==> src/rtl/float_mul_seq.sv <==
// rtl/float_mul_seq.sv - sequential shift-add floating-point multiplier with RNE rounding
// Valid/ready on both sides; fixed MAN_W+4 cycle latency for every operand class.
module float_mul_seq #(
   parameter int EXP_W = 8,
   parameter int MAN_W = 23
) (
   input  logic                     clk,
   input  logic                     rst_n,
   input  logic                     in_valid,
   output logic                     in_ready,
   input  logic [EXP_W+MAN_W:0]     a,
   input  logic [EXP_W+MAN_W:0]     b,
   output logic                     out_valid,
   input  logic                     out_ready,
   output logic [EXP_W+MAN_W:0]     product,
   output logic [3:0]               flags
);
   localparam int W    = 1 + EXP_W + MAN_W;
   localparam int PW   = 2 * (MAN_W + 1);
   localparam int SE   = EXP_W + 2;
   localparam int CW   = $clog2(MAN_W + 1);
   localparam logic signed [SE-1:0] BIAS = SE'((1 << (EXP_W - 1)) - 1);
   localparam logic signed [SE-1:0] EMAX = SE'((1 << EXP_W) - 1);

   typedef enum logic [2:0] {S_IDLE, S_UNPACK, S_MUL, S_NORM, S_ROUND, S_DONE} state_t;
   state_t state, state_nx;

   logic [W-1:0]           a_r, b_r;
   logic                   sign_r, nan_r, inf_r, zero_r;
   logic signed [SE-1:0]   exp_r;
   logic [PW-1:0]          ma_sh, acc;
   logic [MAN_W:0]         mb_r, mant_r;
   logic [CW-1:0]          cnt;
   logic                   guard_r, sticky_r;

   always_ff @(posedge clk or negedge rst_n) begin
      if (!rst_n) state <= S_IDLE;
      else        state <= state_nx;
   end

   always_comb begin
      state_nx  = state;
      in_ready  = 1'b0;
      out_valid = 1'b0;
      case (state)
         S_IDLE: begin
            in_ready = 1'b1;
            if (in_valid) state_nx = S_UNPACK;
         end
         S_UNPACK: state_nx = S_MUL;
         S_MUL:    if (cnt == CW'(MAN_W)) state_nx = S_NORM;
         S_NORM:   state_nx = S_ROUND;
         S_ROUND:  state_nx = S_DONE;
         S_DONE: begin
            out_valid = 1'b1;
            if (out_ready) state_nx = S_IDLE;
         end
         default:  state_nx = S_IDLE;
      endcase
   end

   // Operand field split and classification (subnormals flush to zero)
   logic [EXP_W-1:0] ea, eb;
   logic [MAN_W-1:0] fa, fb;
   logic             a_zero, b_zero, a_inf, b_inf, a_nan, b_nan;
   always_comb begin
      ea     = a_r[W-2:MAN_W];
      eb     = b_r[W-2:MAN_W];
      fa     = a_r[MAN_W-1:0];
      fb     = b_r[MAN_W-1:0];
      a_zero = (ea == '0);
      b_zero = (eb == '0);
      a_inf  = (ea == '1) && (fa == '0);
      b_inf  = (eb == '1) && (fb == '0);
      a_nan  = (ea == '1) && (fa != '0);
      b_nan  = (eb == '1) && (fb != '0);
   end

   logic                   rnd_up, ovf, unf;
   logic [MAN_W+1:0]       mant_rnd;
   logic signed [SE-1:0]   exp_fin;
   logic [MAN_W-1:0]       frac_fin;
   always_comb begin
      rnd_up   = guard_r & (sticky_r | mant_r[0]);
      mant_rnd = {1'b0, mant_r} + (MAN_W+2)'(rnd_up);
      exp_fin  = exp_r + SE'(mant_rnd[MAN_W+1]);
      frac_fin = mant_rnd[MAN_W+1] ? mant_rnd[MAN_W:1] : mant_rnd[MAN_W-1:0];
      ovf      = (exp_fin >= EMAX);
      unf      = (exp_fin <= 0);
   end

   always_ff @(posedge clk or negedge rst_n) begin
      if (!rst_n) begin
         a_r <= '0; b_r <= '0; sign_r <= 1'b0; nan_r <= 1'b0; inf_r <= 1'b0; zero_r <= 1'b0;
         exp_r <= '0; ma_sh <= '0; acc <= '0; mb_r <= '0; mant_r <= '0; cnt <= '0;
         guard_r <= 1'b0; sticky_r <= 1'b0; product <= '0; flags <= '0;
      end else begin
         case (state)
            S_IDLE: if (in_valid) begin
               a_r <= a;
               b_r <= b;
            end
            S_UNPACK: begin
               sign_r <= a_r[W-1] ^ b_r[W-1];
               exp_r  <= SE'(ea) + SE'(eb) - BIAS;
               ma_sh  <= PW'({1'b1, fa});
               mb_r   <= {1'b1, fb};
               acc    <= '0;
               cnt    <= '0;
               nan_r  <= a_nan | b_nan | (a_zero & b_inf) | (a_inf & b_zero);
               inf_r  <= a_inf | b_inf;
               zero_r <= a_zero | b_zero;
            end
            S_MUL: begin
               if (mb_r[0]) acc <= acc + ma_sh;
               ma_sh <= ma_sh << 1;
               mb_r  <= mb_r >> 1;
               cnt   <= cnt + 1'b1;
            end
            S_NORM: begin
               if (acc[PW-1]) begin
                  mant_r   <= acc[PW-1:MAN_W+1];
                  guard_r  <= acc[MAN_W];
                  sticky_r <= |acc[MAN_W-1:0];
                  exp_r    <= exp_r + 1'b1;
               end else begin
                  mant_r   <= acc[PW-2:MAN_W];
                  guard_r  <= acc[MAN_W-1];
                  sticky_r <= |acc[MAN_W-2:0];
               end
            end
            S_ROUND: begin
               if (nan_r) begin
                  product <= {1'b0, {EXP_W{1'b1}}, 1'b1, {(MAN_W-1){1'b0}}};
                  flags   <= 4'b1000;
               end else if (inf_r) begin
                  product <= {sign_r, {EXP_W{1'b1}}, {MAN_W{1'b0}}};
                  flags   <= 4'b0000;
               end else if (zero_r) begin
                  product <= {sign_r, {(W-1){1'b0}}};
                  flags   <= 4'b0000;
               end else if (ovf) begin
                  product <= {sign_r, {EXP_W{1'b1}}, {MAN_W{1'b0}}};
                  flags   <= 4'b0101;
               end else if (unf) begin
                  product <= {sign_r, {(W-1){1'b0}}};
                  flags   <= 4'b0011;
               end else begin
                  product <= {sign_r, exp_fin[EXP_W-1:0], frac_fin};
                  flags   <= {3'b000, guard_r | sticky_r};
               end
            end
            default: ;
         endcase
      end
   end
endmodule

==> config.mk <==
export PLATFORM = sky130hd
export DESIGN_NAME = float_mul_seq
export DESIGN_NICKNAME = d
export VERILOG_FILES = /design/src/rtl/float_mul_seq.sv
export SDC_FILE = /design/constraint.sdc
export NUM_CORES = 1
export LEC_CHECK = 0
export CAP_MARGIN = 25
export CORE_ASPECT_RATIO = 1.2
export CORE_MARGIN = 5
export CORE_UTILIZATION = 49
export DETAILED_ROUTE_END_ITERATION = 7
export PLACE_DENSITY = 0.71
export SYNTH_ARGS = -nofsm -noshare
export SYNTH_HDL_FRONTEND = slang
export SYNTH_SLANG_ARGS = --single-unit
==> constraint.sdc <==
create_clock -name clk -period 6.7 [get_ports clk]
set_input_delay 1.005 -clock clk [delete_from_list [all_inputs] [get_ports clk]]
set_output_delay 1.005 -clock clk [all_outputs]
set_load 0.02 [all_outputs]
==> flow_results.xml, run 1 <==
<?xml version="1.0" encoding="UTF-8"?>
<metrics>
  <group name="critical_path">
    <metric name="cp_slowest_cell" unit="">sky130_fd_sc_hd__nor3_1</metric>
    <metric name="max_stage_delay" unit="ps">640</metric>
    <metric name="worstPathMaxFanout" unit="">11</metric>
    <metric name="worst_ep_arrival_time" unit="ps">5060</metric>
    <metric name="critical_path.endpoint_type" unit="">flop</metric>
    <metric name="required" unit="ps">7100</metric>
    <metric name="setup.worst_path.class" unit="">flop to flop</metric>
    <metric name="worstPathCellList" unit="">o21a_1, ha_1, ha_1, and2_1, nand4_1, nor3_1, ha_1, ha_1, nand3_1, nor2_1, xnor2_1, nand4_1, o41ai_2, nor3_4, o21ai_2, o21ai_0</metric>
    <metric name="worst_setup_path_startpoint" unit="">sticky_r</metric>
    <metric name="rr_startpoint" unit="">sticky_r</metric>
    <metric name="critPathLaunchType" unit="">flop</metric>
    <metric name="worst-path-buf-inv" unit="">0</metric>
    <metric name="crit_path_frequent_cell" unit="">sky130_fd_sc_hd__ha_1</metric>
    <metric name="crit_family" unit="">simple AND/OR/NAND/NOR gates</metric>
  </group>
  <group name="die">
    <metric name="chipHeight" unit="microns">202</metric>
    <metric name="rows" unit="">70</metric>
    <metric name="die_area" unit="sq um">34200</metric>
    <metric name="start_util" unit="%">49.3</metric>
    <metric name="design.portCount" unit="">106</metric>
    <metric name="die_width" unit="microns">170</metric>
    <metric name="design.core.area" unit="sq um">30400</metric>
  </group>
  <group name="final_layout">
    <metric name="layout.filler_cells" unit="">2620</metric>
    <metric name="final_net_count" unit="">1757</metric>
    <metric name="layout-drive-gt1-share" unit="%">10.0</metric>
    <metric name="final-instance-count-excl-fill" unit="">2032</metric>
    <metric name="multi_input_comb_area" unit="sq um">7820</metric>
    <metric name="finalInstanceArea" unit="sq um">17300</metric>
    <metric name="n_antenna_cell" unit="">0</metric>
    <metric name="areaGrowthSynthToFinish" unit="%">15.4</metric>
    <metric name="sequential_cell_area" unit="sq um">6710</metric>
  </group>
  <group name="yosys">
    <metric name="dominant_register_cell_in_the_synthesized_netlist" unit="">sky130_fd_sc_hd__dfrtp_1</metric>
    <metric name="syn-mean-instance-area" unit="sq um">9.63</metric>
    <metric name="synthesis.yosys.warnings" unit="">0</metric>
    <metric name="ys_types" unit="">83</metric>
    <metric name="synth_area" unit="sq um">15000</metric>
    <metric name="ys_seq_elements" unit="">268</metric>
    <metric name="synth-edff-count" unit="">0</metric>
    <metric name="synthCells" unit="">1557</metric>
    <metric name="sequential_share_of_the_synthesized_area" unit="%">44.7</metric>
    <metric name="asyncSetResetFlopFracSynth" unit="%">100</metric>
    <metric name="synth_fp_nets" unit="">1696</metric>
  </group>
  <group name="min_path">
    <metric name="timing.hold.worst.start" unit="">product[31]</metric>
    <metric name="worst_hold_path_type" unit="">flop to flop</metric>
  </group>
  <group name="placed_design">
    <metric name="count_of_buffers_from_port_buffering" unit="">105</metric>
    <metric name="place.gp.congestion" unit="">0.923</metric>
    <metric name="cell_count_after_placement" unit="">1981</metric>
    <metric name="postPlaceCellArea" unit="sq um">16300</metric>
    <metric name="place_ws" unit="ps">1970</metric>
    <metric name="hpwl" unit="microns">25500</metric>
  </group>
  <group name="cts">
    <metric name="cts_tree" unit="">yes</metric>
    <metric name="insertion_delay" unit="ps">570</metric>
    <metric name="cts_htree_levels" unit="">1</metric>
    <metric name="cts_inserted_buffers" unit="">29</metric>
    <metric name="clk_transition_reported_paths" unit="ps">60</metric>
    <metric name="cts_num_sinks" unit="">268</metric>
    <metric name="root_buffer" unit="">sky130_fd_sc_hd__clkbuf_16</metric>
    <metric name="ctsHoldBuffers" unit="">0</metric>
    <metric name="postCtsSetupBuffers" unit="">0</metric>
    <metric name="cts_buffer_depth" unit="">3</metric>
    <metric name="cts_repair_resize_count" unit="">0</metric>
  </group>
  <group name="run_status">
    <metric name="status" unit="">finished, final reports clean</metric>
  </group>
  <group name="sta">
    <metric name="clk_skew" unit="ps">23.9</metric>
    <metric name="fin_tns_setup" unit="ps">0</metric>
    <metric name="hold_viol_final" unit="">0</metric>
    <metric name="tightest_slew" unit="ps">872</metric>
    <metric name="max_freq" unit="MHz">215</metric>
    <metric name="normalized_max_slew_margin" unit="%">41.8</metric>
    <metric name="drv_slew" unit="">0</metric>
    <metric name="final-setup-viol-count" unit="">0</metric>
    <metric name="grt_setup_unrepaired" unit="">no</metric>
    <metric name="post-route-min-period" unit="ps">4660</metric>
    <metric name="min_period_over_period" unit="%">69.5</metric>
    <metric name="final_ws_setup" unit="ps">2040</metric>
  </group>
  <group name="global_route">
    <metric name="grt_start_max_net_pins" unit="">113</metric>
    <metric name="grt_pass1_vias" unit="">12000</metric>
    <metric name="antenna_found_initial" unit="">0</metric>
    <metric name="global_route.overflow_total" unit="">0</metric>
    <metric name="grtUsageTotal" unit="%">20.8</metric>
    <metric name="global_route_wire_length_before_repair" unit="microns">60400</metric>
  </group>
  <group name="run">
    <metric name="maxCapViolCount" unit="">0</metric>
  </group>
  <group name="detailed_routing">
    <metric name="detailroute.via_count" unit="">12000</metric>
    <metric name="ant_nets" unit="">0</metric>
    <metric name="wl" unit="microns">35700</metric>
    <metric name="drtIter0Drc" unit="">742</metric>
    <metric name="via_per_inst" unit="">5.89</metric>
    <metric name="drt-pass1-iter-count" unit="">5</metric>
    <metric name="remaining_drc_errors" unit="">0</metric>
    <metric name="avgRoutedWirePerCell" unit="microns">17.6</metric>
  </group>
  <group name="power">
    <metric name="peakVddDrop" unit="uV">357</metric>
    <metric name="total_leakage_power" unit="nW">7.57</metric>
    <metric name="post_layout_power" unit="mW">7.25</metric>
    <metric name="power-per-cell-area" unit="nW/um^2">419</metric>
  </group>
</metrics>
[logic make-up (layout without fill, tap and decap cells)]
logic type	after synthesis	in the layout	share of synthesized area [%]
mux	89	89	6.46
xor+xnor	62	62	3.67
flops	268	268	44.7
compound gates	428	428	19.6
simple gates	518	518	16.3
fa+ha+maj	71	71	6.02
buf+inv	121	200	3.24
[cell usage in the layout, fill, tap and decap left out, drive strengths merged, types with 14 or more instances in the layout]
cell	instances
nor3	20
nor2	70
a22oi	47
mux2	62
clkdlybuf4s50	104
clkbuf	37
a21o	29
o21ai	125
nor4	19
a31oi	14
and3	15
mux2i	27
nand4	26
ha	69
xnor2	37
nand3	87
nand2	222
xor2	25
buf	16
inv	32
a21oi	80
a22o	36
dfrtp	268
[sequential cells by signal (all words and copies together) (netlist names), 3 cells and up]
name,cells
acc,48
ma_sh,48
a_r,32
b_r,32
product,32
mant_r,24
mb_r,24
exp_r,10
cnt,5
flags,4
state,3
[Yosys cell counts, types with 25 or more instances]
master                       n  area (sq um)
sky130_fd_sc_hd__dfrtp_1   268          6710
sky130_fd_sc_hd__nand2_1   222           833
sky130_fd_sc_hd__o21ai_0   105           526
sky130_fd_sc_hd__nand3_1    85           425
sky130_fd_sc_hd__a21oi_1    79           395
sky130_fd_sc_hd__nor2_1     70           263
sky130_fd_sc_hd__ha_1       69           863
sky130_fd_sc_hd__clkbuf_1   65           244
sky130_fd_sc_hd__mux2_2     62           698
sky130_fd_sc_hd__a22oi_1    47           353
sky130_fd_sc_hd__a22o_1     36           315
sky130_fd_sc_hd__xnor2_1    36           315
sky130_fd_sc_hd__inv_1      31           116
sky130_fd_sc_hd__a21o_1     29           218
sky130_fd_sc_hd__mux2i_1    27           270
sky130_fd_sc_hd__nand4_1    26           163
sky130_fd_sc_hd__xor2_1     25           219
[cell type report]
| cell class | instances | area share [%] |
|---|---|---|
| Clock buffer | 37 | 4.48 |
| Clock inverter | 12 | 1.07 |
| Inverter | 31 | 0.673 |
| Multi-Input combinational cell | 1168 | 45.2 |
| Sequential cell | 268 | 38.8 |
| Tap cell | 396 | 2.86 |
| Timing Repair Buffer | 120 | 6.94 |
[metrics by stage]
stage	utilization (%)	hold WS, ps
global placement	53.6	449
global route	56.9	499
CTS	56.8	478
floorplan	-	447
detailed placement	53.6	463
finish	56.9	470
[worst reg2reg max path, delay by kind of cell, from the launching register on]
kind / cells / cell delay (ps)
DFF: 1 / 370
xor gates and xnor gates: 1 / 200
adders and majority gates: 4 / 1030
and+or+nand+nor: 7 / 1750
AOI/OAI and AO/OA: 4 / 1160
[report_power, final]
| part | internal [mW] | switching, mW | leakage (nW) |
|---|---|---|---|
| logic | 1.25 | 1.70 | 3.66 |
| clock network | 0.970 | 0.661 | 0.457 |
| registers | 2.15 | 0.516 | 3.45 |
| total | 4.38 | 2.88 | 7.57 |
[path summary, 6_finish.rpt]
kind / endpoint / slack, ps / cells after the start
worst min-delay path: product[31] / 470 / 2
worst max-delay path: product[3] / 2040 / 16
worst min register to register: product[31] / 470 / 2
max in group asynchronous: ma_sh[33] / 4850 / 2
min in group asynchronous: mb_r[9] / 480 / 1
worst max register to register: product[3] / 2040 / 16
[per-layer routing]
| layer | track usage [%] | share of wire [%] |
|---|---|---|
| met5 | 0 | 0 |
| met4 | 6.21 | 2.8 |
| met3 | 2.32 | 3.7 |
| met2 | 36.2 | 50 |
| met1 | 27.2 | 43 |
Power figures use the tool's default switching activity.
==> run 2: changes to the inputs <==
==> constraint.sdc (replaced) <==
create_clock -name clk -period 4.5 [get_ports clk]
set_input_delay 0.675 -clock clk [delete_from_list [all_inputs] [get_ports clk]]
set_output_delay 0.675 -clock clk [all_outputs]
set_load 0.02 [all_outputs]
==> run 2 against run 1 <==
  * Die area did not move
  * Sequential cell count did not move
  * First-iteration DRC count rose by 2.2%
  * Power rose by 52%
  * Register-to-register slack got worse by 1600 ps
  * Core utilization rose by 0.42 points
  * Count of clock-buffer cells in the layout rose by 3
  * Final cell count rose by 0.34%
  * Critical path type unchanged
  * Highest routed layer is now met5
  * Worst hold slack got worse by 330 ps
  * Maximum frequency rose by 13%
==> flow_results.xml, run 2 (synthesis gave the netlist of run 1 again) <==
<?xml version="1.0" encoding="UTF-8"?>
<metrics>
  <group name="sta">
    <metric name="post-route-min-period" unit="ps">4110</metric>
    <metric name="clk_skew" unit="ps">17.1</metric>
    <metric name="drv_slew" unit="">0</metric>
    <metric name="grt_setup_unrepaired" unit="">no</metric>
    <metric name="normalized_max_slew_margin" unit="%">32.9</metric>
    <metric name="tightest_slew" unit="ps">1010</metric>
    <metric name="final-setup-viol-count" unit="">0</metric>
    <metric name="max_freq" unit="MHz">243</metric>
    <metric name="finalHoldWorstSlack" unit="ps">143</metric>
    <metric name="hold_viol_final" unit="">0</metric>
    <metric name="min_period_over_period" unit="%">91.3</metric>
  </group>
  <group name="global_route">
    <metric name="antenna_found_initial" unit="">2</metric>
    <metric name="global_route.overflow_total" unit="">0</metric>
    <metric name="grt_start_max_net_pins" unit="">114</metric>
    <metric name="grtUsageTotal" unit="%">20.8</metric>
    <metric name="grt_pass1_vias" unit="">12200</metric>
    <metric name="global_route_wire_length_before_repair" unit="microns">60300</metric>
  </group>
  <group name="critical_path">
    <metric name="crit_path_frequent_cell" unit="">sky130_fd_sc_hd__ha_1</metric>
    <metric name="critPathLaunchType" unit="">flop</metric>
    <metric name="worst_ep_arrival_time" unit="ps">4520</metric>
    <metric name="cp_slowest_cell" unit="">sky130_fd_sc_hd__dfrtp_1</metric>
    <metric name="worstPathCellList" unit="">o21a_1, ha_1, ha_1, and2_1, nand4_1, nor3_2, ha_1, ha_1, nand3_1, nor2_1, xnor2_1, nand4_1, o41ai_2, buf_4, nor3_4, o21ai_4, o21ai_0</metric>
    <metric name="max_stage_delay" unit="ps">370</metric>
    <metric name="worst-path-buf-inv" unit="">1</metric>
    <metric name="crit_family" unit="">simple AND/OR/NAND/NOR gates</metric>
    <metric name="critical_path.endpoint_type" unit="">flop</metric>
    <metric name="worstPathMaxFanout" unit="">11</metric>
    <metric name="required" unit="ps">4920</metric>
    <metric name="setup.worst_path.class" unit="">flop to flop</metric>
  </group>
  <group name="cts">
    <metric name="cts_buffer_depth" unit="">3</metric>
    <metric name="cts_tree" unit="">yes</metric>
    <metric name="cts_num_sinks" unit="">268</metric>
    <metric name="insertion_delay" unit="ps">560</metric>
    <metric name="clk_transition_reported_paths" unit="ps">60</metric>
    <metric name="root_buffer" unit="">sky130_fd_sc_hd__clkbuf_16</metric>
    <metric name="ctsHoldBuffers" unit="">0</metric>
    <metric name="postCtsSetupBuffers" unit="">0</metric>
    <metric name="cts_htree_levels" unit="">1</metric>
    <metric name="cts_inserted_buffers" unit="">29</metric>
  </group>
  <group name="detailed_routing">
    <metric name="remaining_drc_errors" unit="">0</metric>
    <metric name="drtIter0Drc" unit="">758</metric>
    <metric name="detailroute.via_count" unit="">11900</metric>
    <metric name="via_per_inst" unit="">5.86</metric>
    <metric name="ant_nets" unit="">0</metric>
    <metric name="avgRoutedWirePerCell" unit="microns">17.5</metric>
    <metric name="wl" unit="microns">35700</metric>
    <metric name="drt-pass1-iter-count" unit="">5</metric>
  </group>
  <group name="die">
    <metric name="die_area" unit="sq um">34200</metric>
    <metric name="rows" unit="">70</metric>
    <metric name="design.core.area" unit="sq um">30400</metric>
    <metric name="design.portCount" unit="">106</metric>
    <metric name="start_util" unit="%">49.3</metric>
    <metric name="die_width" unit="microns">170</metric>
    <metric name="chipHeight" unit="microns">202</metric>
  </group>
  <group name="final_layout">
    <metric name="layout-drive-gt1-share" unit="%">10.4</metric>
    <metric name="finalInstanceArea" unit="sq um">17400</metric>
    <metric name="layout_top_registers" unit="">acc x48, ma_sh x48</metric>
    <metric name="final_net_count" unit="">1760</metric>
    <metric name="layout.filler_cells" unit="">2651</metric>
    <metric name="areaGrowthSynthToFinish" unit="%">16.2</metric>
    <metric name="sequential_cell_area" unit="sq um">6710</metric>
    <metric name="leading_cell_type_in_the_layout_fill_and_taps_excluded" unit="">sky130_fd_sc_hd__dfrtp_1</metric>
    <metric name="most-common-layout-cells" unit="">sky130_fd_sc_hd__dfrtp_1, sky130_fd_sc_hd__nand2_1, sky130_fd_sc_hd__o21ai_0, sky130_fd_sc_hd__clkdlybuf4s50_1, sky130_fd_sc_hd__nand3_1</metric>
    <metric name="multi_input_comb_area" unit="sq um">7850</metric>
  </group>
  <group name="power">
    <metric name="peakVddDrop" unit="uV">409</metric>
    <metric name="p_seq_share" unit="%">36.1</metric>
    <metric name="power-per-cell-area" unit="nW/um^2">631</metric>
    <metric name="power.combinational.fraction" unit="%">40.4</metric>
    <metric name="part_of_the_total_power_dissipated_in_the_clock_network" unit="%">23.5</metric>
    <metric name="p_switching" unit="mW">4.30</metric>
    <metric name="total_leakage_power" unit="nW">7.65</metric>
    <metric name="power_report.internal_total" unit="mW">6.69</metric>
    <metric name="swShare" unit="%">39.1</metric>
    <metric name="post_layout_power" unit="mW">11.0</metric>
  </group>
  <group name="run_status">
    <metric name="status" unit="">finished, final reports clean</metric>
  </group>
  <group name="run">
    <metric name="maxCapViolCount" unit="">0</metric>
  </group>
  <group name="placed_design">
    <metric name="count_of_buffers_from_port_buffering" unit="">105</metric>
    <metric name="postPlaceCellArea" unit="sq um">16300</metric>
    <metric name="place.gp.congestion" unit="">0.939</metric>
    <metric name="hpwl" unit="microns">25700</metric>
  </group>
  <group name="min_path">
    <metric name="worst_hold_path_type" unit="">primary input to asynchronous set/reset pin</metric>
  </group>
</metrics>
run 2: cell count changes in the layout (fill, tap and decap cells not counted), sizes merged:
cell      previous run  this run
buf                 16        19
clkbuf              37        40
bufinv               4         6
clkinvlp             4         2
diode                0         1
run 2: what timing repair did:
item                       CTS  global route
gates resized for setup      1             2
pin swaps                    0             0
hold endpoints to repair     0             0
setup endpoints to repair    1            13
run 2: worst paths after layout:
kind | start | to | slack, ps | cells past startpoint
setup / recovery | sticky_r | product[3] | 390 | 17
hold / removal | rst_n | b_r[7] | 140 | 1
setup reg to reg | sticky_r | product[3] | 390 | 17
hold reg to reg | product[13] | product[13] | 470 | 2
max in group asynchronous | rst_n | product[31] | 3220 | 2
min in group clk | product[13] | product[13] | 470 | 2
run 2: layer usage:
metal	vias up	share of wire (%)	global-route usage (%)
li1	5825	-	-
met1	5774	42	26.2
met2	271	51	37.7
met3	69	3.9	2.36
met4	2	2.5	5.69
met5	-	0.036	0
run 2: worst reg2reg max path: cells and delay by family (launching register included):
kind / cells / cell delay, ps
compound gates: 4 / 780
xor+xnor: 1 / 230
fa+ha+maj: 4 / 960
buf+inv: 1 / 200
flops: 1 / 370
simple gates: 7 / 1410
run 2: layout make-up:
class | count | area share [%]
inverter | 31 | 0.668
sequential | 268 | 38.5
tap | 396 | 2.84
timing repair buffer | 123 | 6.98
clock inverter | 12 | 1.32
antenna | 1 | 0.0144
multi-input combinational | 1168 | 45.0
clock buffer | 40 | 4.69
run 2: power groups by stage:
stage	Clock, mW	Sequential, mW	Combinational [mW]
finish	2.58	3.97	4.44
global route	2.74	4.09	4.99
CTS	2.64	3.97	4.46
detailed placement	0	4.00	4.40
global placement	0	3.97	4.30
floorplan	0	3.77	3.39
run 2: metrics by stage:
stage | std cells | setup TNS (ps) | setup WS (ps) | util, %
after floorplan | 1557 | 0 | 819 | -
after global placement | 1984 | 0 | 89.3 | 53.7
after detailed placement | 1985 | -8.02 | -8.02 | 53.8
after CTS | 2037 | 0 | 50.4 | 57.2
after global routing | 2039 | 0 | 35.0 | 57.4
final | 2039 | 0 | 392 | 57.4
==> run 3: changes to the inputs <==
--- a/config.mk
+++ b/config.mk
@@ -8,9 +8,9 @@
 export CAP_MARGIN = 25
 export CORE_ASPECT_RATIO = 1.2
 export CORE_MARGIN = 5
-export CORE_UTILIZATION = 49
+export CORE_UTILIZATION = 33
 export DETAILED_ROUTE_END_ITERATION = 7
-export PLACE_DENSITY = 0.71
+export PLACE_DENSITY = 0.53
 export SYNTH_ARGS = -nofsm -noshare
 export SYNTH_HDL_FRONTEND = slang
 export SYNTH_SLANG_ARGS = --single-unit
==> constraint.sdc (replaced) <==
create_clock -name clk -period 4.5 [get_ports clk]
set_input_delay 0.675 -clock clk [delete_from_list [all_inputs] [get_ports clk]]
set_output_delay 0.675 -clock clk [all_outputs]
set_load 0.1 [all_outputs]
==> run 3 against run 2 <==
  * Core utilization down 18 points
  * Wire length is 5.6% higher
  * Power grew 2.7%
  * Sequential share of layout area decreased by 0.54 points
  * Cell area is 1.4% higher
  * Via count shrank 1.5%
  * Count of clock-buffer cells in the layout grew 5
  * Largest cell class unchanged
==> flow_results.xml, run 3 (synthesis gave the netlist of run 1 again) <==
<?xml version="1.0" encoding="UTF-8"?>
<metrics>
  <group name="placed_design">
    <metric name="postPlaceCellArea" unit="sq um">16600</metric>
    <metric name="place.gp.congestion" unit="">0.864</metric>
    <metric name="place_ws" unit="ps">81.1</metric>
    <metric name="hpwl" unit="microns">27500</metric>
    <metric name="count_of_buffers_from_port_buffering" unit="">105</metric>
  </group>
  <group name="sta">
    <metric name="clk_skew" unit="ps">10.6</metric>
    <metric name="fin_tns_setup" unit="ps">0</metric>
    <metric name="finalHoldWorstSlack" unit="ps">84.5</metric>
    <metric name="final-setup-viol-count" unit="">0</metric>
    <metric name="normalized_max_slew_margin" unit="%">28.5</metric>
    <metric name="tightest_slew" unit="ps">1070</metric>
    <metric name="max_freq" unit="MHz">244</metric>
    <metric name="drv_slew" unit="">0</metric>
    <metric name="grt_setup_unrepaired" unit="">no</metric>
    <metric name="post-route-min-period" unit="ps">4110</metric>
    <metric name="final_ws_setup" unit="ps">393</metric>
    <metric name="min_period_over_period" unit="%">91.3</metric>
    <metric name="hold_viol_final" unit="">0</metric>
  </group>
  <group name="global_route">
    <metric name="globalRouteMet2Util" unit="%">25.9</metric>
    <metric name="global_route_wire_length_before_repair" unit="microns">63600</metric>
    <metric name="grt_pass1_vias" unit="">12100</metric>
    <metric name="global_route.peak_usage_layer" unit="">met2</metric>
    <metric name="grt_util_met3" unit="%">1.92</metric>
    <metric name="antenna_found_initial" unit="">0</metric>
    <metric name="global_route.overflow_total" unit="">0</metric>
    <metric name="grt_start_max_net_pins" unit="">83</metric>
    <metric name="groute.layer.met1.usage" unit="%">20.6</metric>
    <metric name="grtUsageTotal" unit="%">15.2</metric>
  </group>
  <group name="detailed_routing">
    <metric name="wl" unit="microns">37700</metric>
    <metric name="remaining_drc_errors" unit="">0</metric>
    <metric name="avgRoutedWirePerCell" unit="microns">16.7</metric>
    <metric name="via_per_inst" unit="">5.21</metric>
    <metric name="detailroute.via_count" unit="">11800</metric>
    <metric name="drt-pass1-iter-count" unit="">7</metric>
    <metric name="ant_nets" unit="">0</metric>
    <metric name="drtIter0Drc" unit="">596</metric>
  </group>
  <group name="die">
    <metric name="rows" unit="">85</metric>
    <metric name="die_width" unit="microns">205</metric>
    <metric name="design.core.area" unit="sq um">44900</metric>
    <metric name="chipHeight" unit="microns">244</metric>
    <metric name="start_util" unit="%">33.4</metric>
    <metric name="design.portCount" unit="">106</metric>
    <metric name="die_area" unit="sq um">49800</metric>
  </group>
  <group name="power">
    <metric name="power-per-cell-area" unit="nW/um^2">639</metric>
    <metric name="peakVddDrop" unit="uV">347</metric>
    <metric name="total_leakage_power" unit="nW">7.64</metric>
    <metric name="post_layout_power" unit="mW">11.3</metric>
  </group>
  <group name="cts">
    <metric name="cts_buffer_depth" unit="">3</metric>
    <metric name="cts_tree" unit="">yes</metric>
    <metric name="cts_inserted_buffers" unit="">31</metric>
    <metric name="postCtsSetupBuffers" unit="">0</metric>
    <metric name="cts_num_sinks" unit="">268</metric>
    <metric name="insertion_delay" unit="ps">570</metric>
    <metric name="root_buffer" unit="">sky130_fd_sc_hd__clkbuf_16</metric>
    <metric name="clk_transition_reported_paths" unit="ps">60</metric>
    <metric name="cts_htree_levels" unit="">1</metric>
  </group>
  <group name="run_status">
    <metric name="status" unit="">finished, final reports clean</metric>
  </group>
  <group name="min_path">
    <metric name="worst_hold_path_type" unit="">primary input to asynchronous set/reset pin</metric>
  </group>
  <group name="final_layout">
    <metric name="n_antenna_cell" unit="">0</metric>
    <metric name="leading_cell_type_in_the_layout_fill_and_taps_excluded" unit="">sky130_fd_sc_hd__dfrtp_1</metric>
    <metric name="most-common-layout-cells" unit="">sky130_fd_sc_hd__dfrtp_1, sky130_fd_sc_hd__nand2_1, sky130_fd_sc_hd__o21ai_0, sky130_fd_sc_hd__clkdlybuf4s50_1, sky130_fd_sc_hd__nand3_1</metric>
    <metric name="areaGrowthSynthToFinish" unit="%">17.9</metric>
    <metric name="final_net_count" unit="">1765</metric>
    <metric name="finalInstanceArea" unit="sq um">17700</metric>
    <metric name="layout_top_registers" unit="">acc x48, ma_sh x48</metric>
    <metric name="layout-drive-gt1-share" unit="%">10.7</metric>
  </group>
  <group name="critical_path">
    <metric name="worst_ep_arrival_time" unit="ps">4590</metric>
    <metric name="critical_path.endpoint_type" unit="">flop</metric>
    <metric name="critPathLaunchType" unit="">flop</metric>
    <metric name="setup.worst_path.class" unit="">flop to flop</metric>
    <metric name="worstPathMaxFanout" unit="">11</metric>
    <metric name="required" unit="ps">4980</metric>
  </group>
  <group name="run">
    <metric name="maxCapViolCount" unit="">0</metric>
  </group>
</metrics>
## run 3: stage by stage
stage | std cells | utilization (%)
6_report | 2257 | 39.4
5_1_grt | 2257 | 39.4
4_1_cts | 2254 | 39.2
3_5_place_dp | 2199 | 37.0
3_3_place_gp | 2198 | 37.0
2_1_floorplan | 1557 | -
## run 3: layout make-up
type | instances | area [sq um]
clock inverters | 10 | 77.6
flip-flops and latches | 268 | 6710
well taps | 609 | 762
inverters | 31 | 116
fillers | 4474 | 27200
clock buffers | 45 | 898
repair buffers | 126 | 1280
multi-input cells | 1168 | 7840
## run 3: path summary, 6_finish.rpt
kind | start | to | slack, ps | cells past startpoint
worst max-delay path | sticky_r | product[3] | 390 | 16
max in group asynchronous | rst_n | product[9] | 3410 | 2
worst min register to register | product[31] | product[31] | 470 | 2
worst min-delay path | rst_n | mb_r[6] | 80 | 1
worst max register to register | sticky_r | product[3] | 390 | 16
min in group clk | product[31] | product[31] | 470 | 2
## run 3: worst max-delay path, stage by stage, from the launching register on
cell	delay, ps
sky130_fd_sc_hd__dfrtp_1	370
sky130_fd_sc_hd__o21a_1	130
sky130_fd_sc_hd__ha_1	240
sky130_fd_sc_hd__ha_1	260
sky130_fd_sc_hd__and2_1	240
sky130_fd_sc_hd__nand4_1	220
sky130_fd_sc_hd__nor3_2	350
sky130_fd_sc_hd__ha_1	240
sky130_fd_sc_hd__ha_1	240
sky130_fd_sc_hd__nand3_1	150
sky130_fd_sc_hd__nor2_1	150
sky130_fd_sc_hd__xnor2_1	210
sky130_fd_sc_hd__o41ai_2	140
sky130_fd_sc_hd__buf_4	170
sky130_fd_sc_hd__nor3_4	460
sky130_fd_sc_hd__o21ai_4	240
sky130_fd_sc_hd__o21ai_0	200
## run 3: metal layers
| layer | up-vias | wire length (microns) | share of wire (%) |
|---|---|---|---|
| li1 | 5848 | - | - |
| met1 | 5687 | 17400 | 46 |
| met2 | 176 | 18300 | 49 |
| met3 | 53 | 1210 | 3.2 |
| met4 | 0 | 802 | 2.1 |
| met5 | - | 0 | 0 |
## run 3: repair_timing
action | CTS | global route
resized for setup | 0 | 2
hold buffers | 0 | 0
endpoints found under the setup margin | 0 | 11
## run 3: report_power, final
part / switching [mW] / internal (mW)
combinational: 2.97 / 1.91
clock: 0.999 / 1.43
sequential: 0.778 / 3.21
